==> src/rtl/vin_pixpacker.sv <==
// Pixel packer behind the input color mixer: quantizes luma pairs to 4 bpp,
// packs 16 pixels per 64-bit word and queues words in a small FWFT FIFO.
module vin_pixpacker #(
  parameter int FIFO_DEPTH = 4,
  parameter int ROUND      = 1
) (
  input  logic        clk,
  input  logic        rst,
  input  logic        in_vsync,
  input  logic        in_hsync,
  input  logic [15:0] in_color,
  input  logic        in_valid,
  output logic [63:0] out_data,
  output logic        out_sof,
  output logic        out_eol,
  output logic        out_valid,
  input  logic        out_ready,
  output logic        overflow
);

  localparam int AW = $clog2(FIFO_DEPTH);
  localparam int PW = AW + 1;

  function automatic logic [3:0] quant(input logic [7:0] y);
    logic [4:0] r;
    r = 5'(({1'b0, y} + 9'd8) >> 4);
    if (ROUND != 0) return r[4] ? 4'hF : r[3:0];
    else            return y[7:4];
  endfunction

  logic [2:0]    beat_cnt, cnt_n;
  logic [3:0]    cnt_beat;
  logic [63:0]   acc, acc_beat, acc_n;
  logic [7:0]    beat_byte;
  logic          sof_pending, sof_n;
  logic          hs_last, vs_last;
  logic          line_word, line_n;
  logic          vs_rise, hs_rise;
  logic          push, push_eol, push_ok, drop, retag, pop;
  logic          empty, full, tail_kept;
  logic [PW-1:0] wr_ptr, rd_ptr, count;
  logic [AW-1:0] wr_idx, rd_idx, tail_idx;

  logic [63:0]           data_mem [FIFO_DEPTH];
  logic [FIFO_DEPTH-1:0] sof_mem, eol_mem;

  assign count     = wr_ptr - rd_ptr;
  assign empty     = (count == '0);
  assign full      = (count == PW'(FIFO_DEPTH));
  assign pop       = !empty && out_ready;
  assign wr_idx    = wr_ptr[AW-1:0];
  assign rd_idx    = rd_ptr[AW-1:0];
  assign tail_idx  = wr_idx - AW'(1);
  // The most recent word survives this cycle unless it is the only one and leaves now.
  assign tail_kept = !empty && !(pop && count == PW'(1));

  assign vs_rise   = in_vsync && !vs_last;
  assign hs_rise   = in_hsync && !hs_last;
  assign beat_byte = {quant(in_color[15:8]), quant(in_color[7:0])};
  assign cnt_beat  = {1'b0, beat_cnt} + 4'(in_valid);

  // Beat k lands in byte k counted from the MSB; unfilled bytes stay zero.
  always_comb begin
    acc_beat = acc;
    if (in_valid) begin
      for (int k = 0; k < 8; k++) begin
        if (beat_cnt == 3'(k)) acc_beat[63-8*k -: 8] = beat_byte;
      end
    end
  end

  // NOTE: every output of this block gets a default first so no latch is inferred.
  always_comb begin
    push     = 1'b0;
    push_eol = 1'b0;
    retag    = 1'b0;
    acc_n    = acc_beat;
    cnt_n    = cnt_beat[2:0];
    sof_n    = sof_pending;
    line_n   = line_word;

    if (vs_rise) begin
      acc_n  = '0;
      cnt_n  = '0;
      sof_n  = 1'b1;
      line_n = 1'b0;
    end else if (hs_rise) begin
      acc_n  = '0;
      cnt_n  = '0;
      line_n = 1'b0;
      if (cnt_beat != '0) begin
        push     = 1'b1;
        push_eol = 1'b1;
      end else if (line_word && tail_kept) begin
        retag = 1'b1;
      end
    end else if (cnt_beat[3]) begin
      push  = 1'b1;
      acc_n = '0;
    end

    if (push) sof_n = 1'b0;

    push_ok = push && (!full || pop);
    drop    = push && !push_ok;
    if (push_ok && !push_eol) line_n = 1'b1;
    if (drop)                 line_n = 1'b0;
  end

  // NOTE: state registers use non-blocking assignments so every flop samples pre-edge values.
  always_ff @(posedge clk or posedge rst) begin
    if (rst) begin
      beat_cnt    <= '0;
      acc         <= '0;
      sof_pending <= 1'b1;
      line_word   <= 1'b0;
      hs_last     <= 1'b0;
      vs_last     <= 1'b0;
      wr_ptr      <= '0;
      rd_ptr      <= '0;
      overflow    <= 1'b0;
    end else begin
      beat_cnt    <= cnt_n;
      acc         <= acc_n;
      sof_pending <= sof_n;
      line_word   <= line_n;
      hs_last     <= in_hsync;
      vs_last     <= in_vsync;
      wr_ptr      <= wr_ptr + PW'(push_ok);
      rd_ptr      <= rd_ptr + PW'(pop);
      if (vs_rise)   overflow <= 1'b0;
      else if (drop) overflow <= 1'b1;
    end
  end

  // NOTE: the storage array is not reset; outputs are gated by out_valid so stale entries never show.
  always_ff @(posedge clk) begin
    if (push_ok) begin
      data_mem[wr_idx] <= acc_beat;
      sof_mem[wr_idx]  <= sof_pending;
      eol_mem[wr_idx]  <= push_eol;
    end else if (retag) begin
      eol_mem[tail_idx] <= 1'b1;
    end
  end

  assign out_valid = !empty;
  assign out_data  = out_valid ? data_mem[rd_idx] : '0;
  assign out_sof   = out_valid && sof_mem[rd_idx];
  assign out_eol   = out_valid && eol_mem[rd_idx];

endmodule
==> config.mk <==
export PLATFORM = sky130hd
export DESIGN_NAME = vin_pixpacker
export DESIGN_NICKNAME = d
export VERILOG_FILES = /design/src/rtl/vin_pixpacker.sv
export SDC_FILE = /design/constraint.sdc
export NUM_CORES = 1
export LEC_CHECK = 0
export CORE_MARGIN = 5
export CORE_UTILIZATION = 25
export CTS_BUF_LIST = sky130_fd_sc_hd__clkbuf_16
export CTS_CLUSTER_DIAMETER = 200
export CTS_CLUSTER_SIZE = 10
export DETAILED_ROUTE_END_ITERATION = 8
export PLACE_DENSITY = 0.45
export SYNTH_ARGS = -nofsm -noshare
export SYNTH_HDL_FRONTEND = slang
export SYNTH_SLANG_ARGS = --single-unit
==> constraint.sdc <==
create_clock -name clk -period 9.15 [get_ports clk]
set_clock_uncertainty 0.1 [all_clocks]
set_input_delay 1.83 -clock clk [delete_from_list [all_inputs] [get_ports clk]]
set_output_delay 1.83 -clock clk [all_outputs]
set_load 0.01 [all_outputs]
==> flow_metrics.env <==
export IMPL_data_required_time_of_the_worst_path_ps=7220
export IMPL_critical_path_max_stage_delay_ps=750
export IMPL_postSynthAreaPerCell_sq_um=16.7
export IMPL_fmax_mhz=164
export IMPL_hold_class="reg2reg"
export IMPL_ys_ff_latch=342
export IMPL_yosys_warnings=0
export IMPL_drt_antenna_violating_nets=0
export IMPL_die_area_sq_um=59300
export IMPL_end_of_the_critical_path="out_data[20]"
export IMPL_place_inst=1569
export IMPL_place_detailed_hpwl_um=18500
export IMPL_timing_critical_path_cells="ha_1 -> fa_1 -> xnor3_2 -> and3_2 -> buf_4 -> nor2b_1 -> clkdlybuf4s50_1"
export IMPL_arrival_ps=4170
export IMPL_number_of_global_route_vias_before_repair=7472
export IMPL_routedWlPerCell_um=19.7
export IMPL_groute_layer_met2_usage=0.174
export IMPL_final_wl_um=32400
export IMPL_grt_first_pass_wirelength_um=49200
export IMPL_path_class="reg2out"
export IMPL_dieHeight_um=243
export IMPL_worst_setup_path_startpoint="rd_ptr[0]"
export IMPL_drc=0
export IMPL_clockRootBuffer="sky130_fd_sc_hd__clkbuf_16"
export IMPL_synthToLayoutAreaGrowth_pct=21.0
export IMPL_grt_met1_usage=0.154
export IMPL_ff2ff_path_depth=7
export IMPL_die_x_um=243
export IMPL_fin_total_pwr_mw=4.90
export IMPL_postCtsSetupBuffers=0
export IMPL_drv_max_cap_violation_count=0
export IMPL_num_vias=7062
export IMPL_timing_critical_path_to_type="output port"
export IMPL_grt_overflow=0
export IMPL_global_route_usage_met3=0.0227
export IMPL_status="finished clean"
export IMPL_report_final_hold_viol_count=0
export IMPL_gr_usage_all_layers=0.109
export IMPL_critical_path_reg2reg_startpoint="rd_ptr[0]"
export IMPL_min_path_cells=2
export IMPL_core_area_sq_um=53900
export IMPL_detailedRoute_firstIterationViolations=391
export IMPL_clock_tree_buffer_depth=3
export IMPL_fin_setup_tns_ps=0
export IMPL_htree_levels=2
export IMPL_power_density_nw_per_um2=298
export IMPL_critPathMaxFanout=38
export IMPL_startpoint_type="register"
export IMPL_syn_cell_area_sq_um=13600
export IMPL_synth_cell_type_count=39
export IMPL_holdBufCountCts=0
export IMPL_critical_path_slowest_cell="sky130_fd_sc_hd__dfrtp_4"
export IMPL_reg2reg_setup_slack_ps=5090
export IMPL_total_leakage_power_nw=5.98
export IMPL_report_final_setup_viol=0
export IMPL_num_io_pins=90
export IMPL_synth_fp_nets=846
export IMPL_initial_util=0.253
export IMPL_number_of_buffers_added_by_the_clock_tree_synthesis_step=40
export IMPL_ctsResizeCount=0
export IMPL_final_layout_size_suffix_gt1_frac=0.154
export IMPL_fin_cells=1642
export IMPL_clock_pin_transition_on_the_worst_setup_and_hold_timing_paths_ps=60
export IMPL_min_period_ps=6100
export IMPL_global_route_peak_usage_layer="met2"
export IMPL_drt_pass1_iterations=5
export IMPL_grt_antenna_before_repair=2
export IMPL_detail_route_vias_per_cell=4.30
export IMPL_rsz_0062_raised_after_global_routing="no"
export IMPL_most_common_library_cell_in_the_layout_ignoring_fill_and_taps="sky130_fd_sc_hd__edfxtp_1"
export IMPL_seq_area_frac_synth=0.725
export IMPL_clk_latency_ps=530
export IMPL_tightest_slew_ps=1170
export IMPL_timing_max_slew_rel_slack=0.218
export IMPL_grt_max_degree=66
export IMPL_final_min_period_over_clock_period=0.667
export IMPL_placement_rows=85
export IMPL_number_of_clock_sinks=342
export IMPL_tritoncts="yes"
export IMPL_syn_instance_count=814
export IMPL_gp_congestion=0.714
export IMPL_nets=947
export IMPL_layout_cells_most_common_list="264 x sky130_fd_sc_hd__edfxtp_1, 135 x sky130_fd_sc_hd__nor2b_1, 83 x sky130_fd_sc_hd__clkdlybuf4s50_1"
export IMPL_r2r_end="data_mem[1][36]"
export IMPL_slew_viol_final=0
export IMPL_buffer_ports_inserted=83
export IMPL_worst_case_vdd_ir_drop_uv=155
## cells by family after synthesis
kind of cell | share of synthesized area
muxes | 0.111
AOI/OAI and AO/OA | 0.0348
DFF | 0.725
adders and majority gates | 0.00974
xor gates and xnor gates | 0.00367
buffers and inverters | 0.0148
and+or+nand+nor | 0.100
## layout make-up
cell class                 count  area [sq um]
timing repair buffer          97           936
fill                        5259         37400
tap                          696           871
antenna                        2          5.00
inverter                       8          31.3
clock buffer                  41          1030
clock inverter                30           128
sequential                   342          9890
multi-input combinational    426          3590
## how the worst min path moves through the flow
stage,startpoint,end
global placement,sof_pending,sof_pending
floorplan,wr_ptr[2],wr_ptr[2]
global route,sof_pending,sof_pending
CTS,sof_pending,sof_pending
detailed placement,sof_pending,sof_pending
finish,sof_pending,sof_pending
## cell usage after synthesis, drive strengths merged
cell	n	area share
a21oi	4	0.0015
a31oi	1	0.00046
and2	1	0.00046
and2b	1	0.00055
and3	6	0.0029
buf	14	0.0060
clkbuf	24	0.0066
dfrtp	77	0.14
dfstp	1	0.0019
edfxtp	264	0.58
fa	1	0.0015
ha	9	0.0083
inv	8	0.0022
mux2i	3	0.0022
mux4	66	0.11
nand2	79	0.022
nand2b	6	0.0028
nand3	10	0.0037
nand4	2	0.00092
nor2	11	0.0030
nor2b	135	0.062
nor3	3	0.0011
o211ai	3	0.0020
o21a	1	0.00055
o21ai	74	0.028
o221ai	1	0.0011
o22ai	2	0.00092
o31ai	1	0.00055
or3	1	0.00046
or4	1	0.00055
xnor2	1	0.00064
xnor3	1	0.0017
xor2	2	0.0013
## registers in the layout (all words and copies together), names as in the netlist, 3 cells and up
register / cells
beat_cnt: 3
sof_mem: 4
eol_mem: 4
acc: 64
rd_ptr: 3
wr_ptr: 3
data_mem: 256
## metal layers
layer	share of wire	routed length [um]
met1	0.47	15100
met2	0.47	15200
met3	0.049	1570
met4	0.016	506
met5	0	0
## stage by stage
stage	area (sq um)	hold WS, ps	setup WS, ps	util
finish	16500	383	3050	0.306
global route	16500	400	2700	0.305
CTS	16500	387	2860	0.305
detailed placement	15300	378	3450	0.284
global placement	15300	382	3490	0.284
floorplan	13600	343	1150	-
## report_power, final
group | total, mW | internal [mW] | switching [mW]
combinational | 1.61 | 0.825 | 0.782
sequential | 1.90 | 1.79 | 0.107
clock | 1.40 | 0.805 | 0.595
## critical path, delay by kind of cell, from the launching register on
family / cells / cell delay [ps]
adders and majority gates: 2 / 690
xor gates and xnor gates: 1 / 260
and+or+nand+nor: 2 / 900
DFF: 1 / 750
buffers and inverters: 2 / 1030
Note: power is estimated with default switching activity, not from simulation.
